<file path="config.mk">
export PLATFORM = sky130hd
export DESIGN_NAME = ball_speed_gen
export DESIGN_NICKNAME = d
export VERILOG_FILES = /design/src/rtl/ball_pkg.sv /design/src/rtl/sw_level_enc.sv /design/src/rtl/ball_speed_gen.sv
export SDC_FILE = /design/constraint.sdc
export NUM_CORES = 1
export LEC_CHECK = 0
export BUFFER_PORTS_ARGS = -buffer_cell sky130_fd_sc_hd__buf_2
export CAP_MARGIN = 20
export CORE_ASPECT_RATIO = 0.9
export CORE_UTILIZATION = 47
export DETAILED_ROUTE_END_ITERATION = 8
export GPL_ROUTABILITY_DRIVEN = 0
export GPL_TIMING_DRIVEN = 0
export PLACE_DENSITY_LB_ADDON = 0.05
export SETUP_SLACK_MARGIN = 0.1
export SKIP_LAST_GASP = 1
export SLEW_MARGIN = 5
export SYNTH_ARGS = -nofsm -noshare
export SYNTH_HDL_FRONTEND = slang
export SYNTH_SLANG_ARGS = --single-unit
</file>
<file path="constraint.sdc">
create_clock -name clk -period 6.2 [get_ports clk]
set_input_delay 0.62 -clock clk [delete_from_list [all_inputs] [get_ports clk]]
set_output_delay 0.62 -clock clk [all_outputs]
set_load 0.02 [all_outputs]
</file>
<file path="src/rtl/ball_pkg.sv">
// Shared constants for the ball speed generator: level count, period table
// and the level-bus width derivation.
package ball_pkg;

  // Number of speed levels in the default table.
  localparam int NUM_LEVELS_DEF = 9;

  // Ball period per level in clk cycles, slowest (level 0) to fastest.
  localparam int unsigned BALL_PERIOD [NUM_LEVELS_DEF] =
    '{1000, 800, 600, 500, 400, 300, 200, 100, 50};

  // Width of a bus that can carry any level index; never narrower than 1.
  function automatic int lvl_width(input int n);
    return (n > 1) ? $clog2(n) : 1;
  endfunction

endpackage

</file>
<file path="src/rtl/sw_level_enc.sv">
// Priority encoder: the highest set switch sw[i] selects level i+1,
// no switch set selects level 0.
module sw_level_enc
  import ball_pkg::*;
#(
  parameter int NUM_LEVELS = NUM_LEVELS_DEF,
  parameter int LVL_W      = lvl_width(NUM_LEVELS)
) (
  input  logic [NUM_LEVELS-2:0] sw,
  output logic [LVL_W-1:0]      level
);

  // stage[k] is the encoded level considering only sw[k-1:0]; each stage
  // lets a higher switch override everything below it.
  logic [LVL_W-1:0] stage [NUM_LEVELS];

  assign stage[0] = '0;

  genvar gi;
  generate
    for (gi = 0; gi < NUM_LEVELS - 1; gi++) begin : g_prio
      assign stage[gi+1] = sw[gi] ? LVL_W'(gi + 1) : stage[gi];
    end
  endgenerate

  assign level = stage[NUM_LEVELS-1];

endmodule

</file>
<file path="src/rtl/ball_speed_gen.sv">
// Ball speed generator: one period counter whose length follows the
// committed speed level. Level changes are only taken at the wrap so every
// period runs at full length, and tick / clk_ball come from that counter.
module ball_speed_gen
  import ball_pkg::*;
#(
  parameter int NUM_LEVELS = NUM_LEVELS_DEF,
  parameter int CNT_W      = 20,
  parameter int LVL_W      = lvl_width(NUM_LEVELS)
) (
  input  logic                  clk,
  input  logic                  rst,
  input  logic                  en,
  input  logic                  mode,
  input  logic [NUM_LEVELS-2:0] sw,
  input  logic                  hit,
  input  logic                  serve,
  output logic                  tick,
  output logic                  clk_ball,
  output logic [LVL_W-1:0]      level,
  output logic                  at_max
);

  localparam logic [LVL_W-1:0] MAX_LVL = LVL_W'(NUM_LEVELS - 1);

  logic [CNT_W-1:0] cnt_reg, cnt_next;
  logic [LVL_W-1:0] level_reg, level_next;
  logic [LVL_W-1:0] auto_reg, auto_next;
  logic             tick_reg, tick_next;
  logic             clk_ball_reg, clk_ball_next;

  logic [LVL_W-1:0] enc_level;
  logic [LVL_W-1:0] req_level;
  logic [CNT_W-1:0] period_cur;
  logic [CNT_W-1:0] period_nxt;
  logic [CNT_W-1:0] period_tbl [NUM_LEVELS];

  // Period table sized to the level count; extra levels reuse the fastest.
  genvar gi;
  generate
    for (gi = 0; gi < NUM_LEVELS; gi++) begin : g_tbl
      if (gi < NUM_LEVELS_DEF) begin : g_dflt
        assign period_tbl[gi] = CNT_W'(BALL_PERIOD[gi]);
      end else begin : g_pad
        assign period_tbl[gi] = CNT_W'(BALL_PERIOD[NUM_LEVELS_DEF-1]);
      end
    end
  endgenerate

  sw_level_enc #(
    .NUM_LEVELS (NUM_LEVELS),
    .LVL_W      (LVL_W)
  ) u_enc (
    .sw    (sw),
    .level (enc_level)
  );

  assign req_level  = mode ? auto_reg : enc_level;
  assign period_cur = period_tbl[level_reg];
  assign period_nxt = period_tbl[level_next];

  // Auto level: tracks the switches in manual mode; in auto mode serve
  // reloads from the switches (and beats hit), hit steps up to the maximum.
  always_comb begin
    auto_next = auto_reg;
    if (!mode || serve) begin
      auto_next = enc_level;
    end else if (hit && (auto_reg != MAX_LVL)) begin
      auto_next = auto_reg + LVL_W'(1);
    end
  end

  // Counter, wrap-time level commit and tick; everything freezes with en low.
  always_comb begin
    cnt_next   = cnt_reg;
    level_next = level_reg;
    tick_next  = 1'b0;
    if (en) begin
      if (cnt_reg == period_cur - CNT_W'(1)) begin
        cnt_next   = '0;
        level_next = req_level;
        tick_next  = 1'b1;
      end else begin
        cnt_next = cnt_reg + CNT_W'(1);
      end
    end
  end

  // clk_ball is high for the first floor(P/2) counts of each period; it is
  // computed from the upcoming count so it rises together with tick.
  always_comb begin
    clk_ball_next = clk_ball_reg;
    if (en) begin
      clk_ball_next = (cnt_next < (period_nxt >> 1));
    end
  end

  // State registers with synchronous reset.
  always_ff @(posedge clk) begin
    if (rst) begin
      cnt_reg      <= '0;
      level_reg    <= '0;
      auto_reg     <= '0;
      tick_reg     <= 1'b0;
      clk_ball_reg <= 1'b0;
    end else begin
      cnt_reg      <= cnt_next;
      level_reg    <= level_next;
      auto_reg     <= auto_next;
      tick_reg     <= tick_next;
      clk_ball_reg <= clk_ball_next;
    end
  end

  assign tick     = tick_reg;
  assign clk_ball = clk_ball_reg;
  assign level    = level_reg;
  assign at_max   = (level_reg == MAX_LVL);

endmodule

</file>
Yosys cells after proc, flatten, opt, wreduce, memory -nomap -nowiden
Memories as Yosys holds them, arrays and structs flattened.
Cells that the tools add are included.

operators by class
  $add $sub $neg = 3
  multipliers = 0
  divide/modulo/power cells = 0
  $lt $le $gt $ge = 3
  equality and inequality tests = 3
  shifts and indexed selects = 0
  muxes and demuxes = 20
  bitwise logic cells = 3
  reductions and logical operators = 5

operators by type and width
  operator                 count
  $mux W20                 6
  $mux W4                  12
  $add A20 B1 Y20 const B  1
  $eq A20 B20 Y1           1
  $lt A20 B19 Y1           1
  $sub A20 B1 Y20 const B  1
  $ge A5 B5 Y1 const B     2
  $not A4 Y5               2
  $add A4 B1 Y4 const B    1
  $eq A4 B4 Y1 const B     1
  $ne A4 B4 Y1 const B     1
  $mux W1                  2
  $reduce_bool A2 Y1       1
  $reduce_or A2 Y1         1
  $logic_and A1 B1 Y1      1
  $logic_not A1 Y1         1
  $logic_or A1 B1 Y1       1
  $not A1 Y1               1

storage, ports and cells
  bits in registers = 30
  latch bits = 0
  memory bits (writable) = 0
  memory bits (read-only) = 640
  input port bits = 14
  output and inout bits = 7
  logic and storage cells = 44
  memories = 2

memory list
  name              words  width  rd ports  clocked after Yosys merged registers in  wr ports  line                  RTL
  (name not given)  16     20     1         0                                        0         ball_speed_gen.sv:60  assign period_nxt = period_tbl[level_next];
  (name not given)  16     20     1         0                                        0         ball_speed_gen.sv:59  assign period_cur = period_tbl[level_reg];

Depth between registers and ports, before layout
  word-level depth = 16
  gate-level depth with buffers = 28
  gate-level depth less buffers = 25

Modules after synthesis
From an unflattened synthesis, not the netlist that was laid out.

unflattened totals
  cell total of the unflattened synthesis = 344
  area total of the unflattened synthesis = 2,726.4 um^2

modules (own cells, without submodules)
  module          instances  cells an instance  area an instance (um^2)
  ball_speed_gen  1          332                2,651.3
  sw_level_enc    1          12                 75.1

Least setup slack after synthesis
OpenSTA, ideal clock, no wires.

  kind = register to register
  start = register level_reg[1], in the netlist level[1]
  end = register clk_ball_reg, in the netlist clk_ball
  library setup time = 0.092 ns
  arrival time = 5.446 ns
  setup slack = 0.662 ns
  stages on the path, launching flop included = 29
  path buffers = 3
  cells stage by stage = dfxtp_1 buf_2 inv_1 ha_1 nor4b_1 o211ai_1 inv_1 ha_1 xor2_1 nor2b_1 o2111a_1 o311ai_1 a311oi_4 and3_1 buf_6 buf_8 mux2i_1 inv_1 ha_1 a21oi_1 o21ai_0 ha_1 a21oi_1 nor2b_1 o21ai_0 nand2b_1 a2111oi_0 a31oi_1 nor4_1

on the way
  longest elaborated chain between the ends = 13
  elaborated cells on any way between the ends = 15
  classes of those cells = add/sub: 1; order compare: 1; eq/ne: 1; mux: 8; bitwise: 2; memory: 2

RTL lines
  element                                      line                   RTL
  from (decl)                                  ball_speed_gen.sv:27   logic [LVL_W-1:0] level_reg, level_next;
  from (signal assigned)                       ball_speed_gen.sv:108  level_reg <= level_next;
  $not A4 Y5 (not written as such)             ball_speed_gen.sv:59
  $mem_v2 Z16 W20                              n/a
  $mux W20 (not written as such) (2 in a row)  ball_speed_gen.sv:59
  $sub A20 B1 Y20                              ball_speed_gen.sv:79   if (cnt_reg == period_cur - CNT_W'(1)) begin
  $eq A20 B20 Y1                               ball_speed_gen.sv:79
  $mux W4                                      ball_speed_gen.sv:79
  $mux W4                                      ball_speed_gen.sv:78   if (en) begin
  via level_next[0]                            ball_speed_gen.sv:27
  $not A4 Y5 (not written as such)             ball_speed_gen.sv:60
  $mem_v2 Z16 W20                              n/a
  $mux W20 (not written as such) (2 in a row)  ball_speed_gen.sv:60
  $lt A20 B19 Y1                               ball_speed_gen.sv:94   clk_ball_next = (cnt_next < (period_nxt >> 1));
  to (signal assigned)                         ball_speed_gen.sv:111  clk_ball_reg <= clk_ball_next;
  to (decl)                                    ball_speed_gen.sv:30   logic clk_ball_reg, clk_ball_next;

The timed path passes the listed nets, and every way through them passes these cells. The select of a mux whose other input is x is not followed.
A chain may end at the register's enable or synchronous reset.

Worst setup path after layout
  start = register level_reg[0], in the netlist level[0]
  end = register clk_ball_reg, in the netlist clk_ball

on the way
  longest elaborated chain between the ends = 13
  elaborated cells on any way between the ends = 15
  classes of those cells = add/sub: 1; order compare: 1; eq/ne: 1; mux: 8; bitwise: 2; memory: 2

RTL lines
  element                                        line
  $not A4 Y5 (not written as such)               ball_speed_gen.sv:59
  $mem_v2 Z16 W20                                n/a
  $mux W20 (not written as such) (2 in a row)    ball_speed_gen.sv:59
  $sub A20 B1 Y20                                ball_speed_gen.sv:79
  $eq A20 B20 Y1                                 ball_speed_gen.sv:79
  $mux W4                                        ball_speed_gen.sv:79
  $mux W4 *                                      ball_speed_gen.sv:78
  via level_next[0]                              ball_speed_gen.sv:27
  $not A4 Y5 (not written as such) *             ball_speed_gen.sv:60
  $mem_v2 Z16 W20 *                              n/a
  $mux W20 (not written as such) * (2 in a row)  ball_speed_gen.sv:60
  $lt A20 B19 Y1 *                               ball_speed_gen.sv:94

Mark *: on every way through the listed nets, which the timed path passes. The rest lies on a longest branch. The select of a mux whose other input is x is not followed.

==> flow_summary.yaml <==
outcome:
  status: "complete, no violations"
timing:
  fin_ws_ps: 446.6
  setup_viol: 0
  fin_crit_sh: 0.9280
  rsz0062_at_grt: "no"
  finClkSkew_ps: 7.212
  fmax_mhz: 173.8
  finalMaxSlewViolations: 0
  timing.slew.headroom: 0.6083
  tightest_slew_ps: 582.2
  finalCriticalPeriod_ps: 5753
  fin_tns_setup_ps: 0
  final_hold_viol_count: 0
synthesis:
  ys_top_cells_by_area: "dfxtp_1 21%, ha_1 9.3%, nor2_1 4.4%, xor2_1 4.3%, xnor2_1 4.0%"
  yosys.area.top_type: "dfxtp_1"
  synth_seq_cells: 30
  synth_most_common_cell: "nor2_1"
  synth_edf_count: 0
  synth_flop_cell: "dfxtp_1"
  synth_nets: 393
  synth_top_area_share: 0.2118
  async_reset_ff_frac: 0
  ys_top_cells_by_count: "33 x nor2_1, 30 x dfxtp_1, 21 x ha_1, 20 x nand2_1, 18 x a21oi_1"
  synth_seq_area_share: 0.2118
  syn_area_sq_um: 2835
  synth.distinct_cells: 66
  syn_inst: 358
  yosysWarnings: 0
  syn_area_per_cell_sq_um: 7.920
setup_path:
  endpoint_kind: "register"
  reg2reg_from: "level[0]"
  reg2reg_to: "clk_ball"
  path_max_fanout: 10
  arrival_ps: 5950
  cp-start-kind: "register"
  path_class: "reg2reg"
  r2r_cells: 27
  r2r_slack_ps: 450
  required_ps: 6400
grt:
  grt_pass1_wl_mm: 12.12
  grt_pass1_vias: 2448
  grt_max_degree: 11
  grt_overflow: 0
  grt_use_total: 0.2447
  grt_antenna_before_repair: 0
power:
  total_power_uw: 413.6
  power.density_nw_per_um2: 128.2
  total_leakage_power_nw: 1.350
  peakVddDrop_v: 0.0001160
place:
  place_worst_setup_slack_ps: -124.0
  portBuffers: 19
  place_hpwl_mm: 5.721
cells_and_area:
  fin_nets: 423
  num_antenna_cells: 0
  areaGrowthSynthToFinish_pct: 13.77
  drive_gt1_frac: 0.1697
  largest_register_ffs: 20
  fill_cells: 554
clock_tree:
  ctsHtreeMaxLevel: 2
  clk_pin_slew_ps: 70
  clock_sinks: 30
  cts-buffers-inserted: 5
  clock_latency_ps: 290
  clock-root-buffer: "clkbuf_8"
  clockBufferDepth: 2
  cts_tree: "yes"
min_path:
  hp-class: "reg2reg"
  hold_end: "cnt_reg[3]"
  min_from: "cnt_reg[3]"
  hold_depth: 2
die:
  rows: 26
  die_area_sq_um: 6347
  coreArea_sq_um: 5758
  start_util: 0.4924
  die_x_um: 83.87
  die-height_um: 75.68
  ios: 21
detailed_routing:
  final_antenna_net_count: 0
  drtIter0Drc: 145
  avgViaCountPerCell: 5.911
  drtPass1Iterations: 6
  wire_per_inst_um: 16.08
  drc: 0
  drt-total-wl_mm: 7.380
  vias: 2713
run:
  cap_violations: 0
[power breakdown]
| part | total (mW) | internal [mW] | switching (mW) |
|---|---|---|---|
| clock | 0.168 | 0.0891 | 0.0793 |
| combinational | 0.0435 | 0.0190 | 0.0245 |
| sequential | 0.202 | 0.197 | 0.00508 |
[layer usage]
metal / share of wire / up-vias / global-route usage / wire (um)
met1: 0.51 / 1265 / 0.3501 / 3764
met4: 0.018 / 0 / 0.07280 / 135
met3: 0.046 / 13 / 0.03467 / 338
li1: - / 1364 / - / -
met5: 0 / - / 0 / 0
met2: 0.43 / 71 / 0.3871 / 3142
[cells by family after synthesis]
family                     after synthesis  synth area share
muxes                                   13           0.05207
AOI/OAI and AO/OA                       78            0.1982
adders and majority gates               21           0.09267
and+or+nand+nor                        153            0.2992
xor gates and xnor gates                27           0.08341
DFF                                     30            0.2118
buffers and inverters                   36           0.06266
[worst max-delay path by stage]
stage	from	endpoint	slack, ps	depth (start not counted)
floorplan	level[1]	clk_ball	660	28
global placement	level[1]	clk_ball	-80	28
detailed placement	level[1]	clk_ball	-120	28
CTS	level[1]	clk_ball	140	28
global route	level[0]	clk_ball	90	27
finish	level[0]	clk_ball	450	27
[placed cells by master, fill, tap and decap left out, types with 7 or more instances in the layout]
cell	Yosys	layout
nor2_1	33	33
dfxtp_1	30	28
nand2_1	20	20
ha_1	21	20
buf_2	1	19
a21oi_1	18	18
inv_1	16	16
xor2_1	14	14
nor3_1	14	14
nand3_1	14	14
clkbuf_1	13	13
xnor2_1	13	13
nand2b_1	12	12
nor2b_1	12	12
o21ai_0	11	11
a211oi_1	7	7
and3_1	7	7
nand4_1	7	7
[worst max-delay path, stage by stage (launching register included)]
cell and delay [ps]:
dfxtp_2 460, inv_1 150, ha_1 270, and3b_1 190, o211ai_1 340, inv_1 80, ha_1 290, xor2_1 180
nor2b_1 150, o2111a_1 200, o311ai_1 130, a311oi_4 350, and3_1 220, buf_6 130, buf_8 140, mux2i_4 270
inv_1 90, ha_1 200, a21oi_1 100, o21ai_0 110, ha_1 350, a21oi_1 150, nor2b_1 60, o21ai_0 140
nand2b_1 150, a2111oi_4 390, a31oi_1 120, nor4_1 250
[stage by stage]
stage	std cells	hold slack, ps	cell area [sq um]	util
finish	459	553.6	3226	0.5602
global route	459	592.0	3226	0.5602
CTS	457	554.4	3139	0.5452
detailed placement	448	542.3	3028	0.5259
global placement	447	529.2	3018	0.5241
floorplan	358	501.6	2835	-
[area by class of cell]
cell class                      count  area, sq um  area share
Buffer                             20        123.9     0.03840
Clock buffer                        6        82.58     0.02560
Clock inverter                      2        12.51    0.003879
Inverter                           16        60.06     0.01862
Multi-Input combinational cell    292         2128      0.6598
Sequential cell                    30        603.1      0.1870
Tap cell                           70        87.58     0.02715
Timing Repair Buffer               23        127.6     0.03957
[timing repair]
item,in CTS,in global routing
setup endpoints to repair,1,1
buffers inserted,1,2
hold buffers,0,0
resized for setup,3,12
pin swaps,1,2
hold endpoints to repair,0,0
Power figures use the tool's default switching activity.
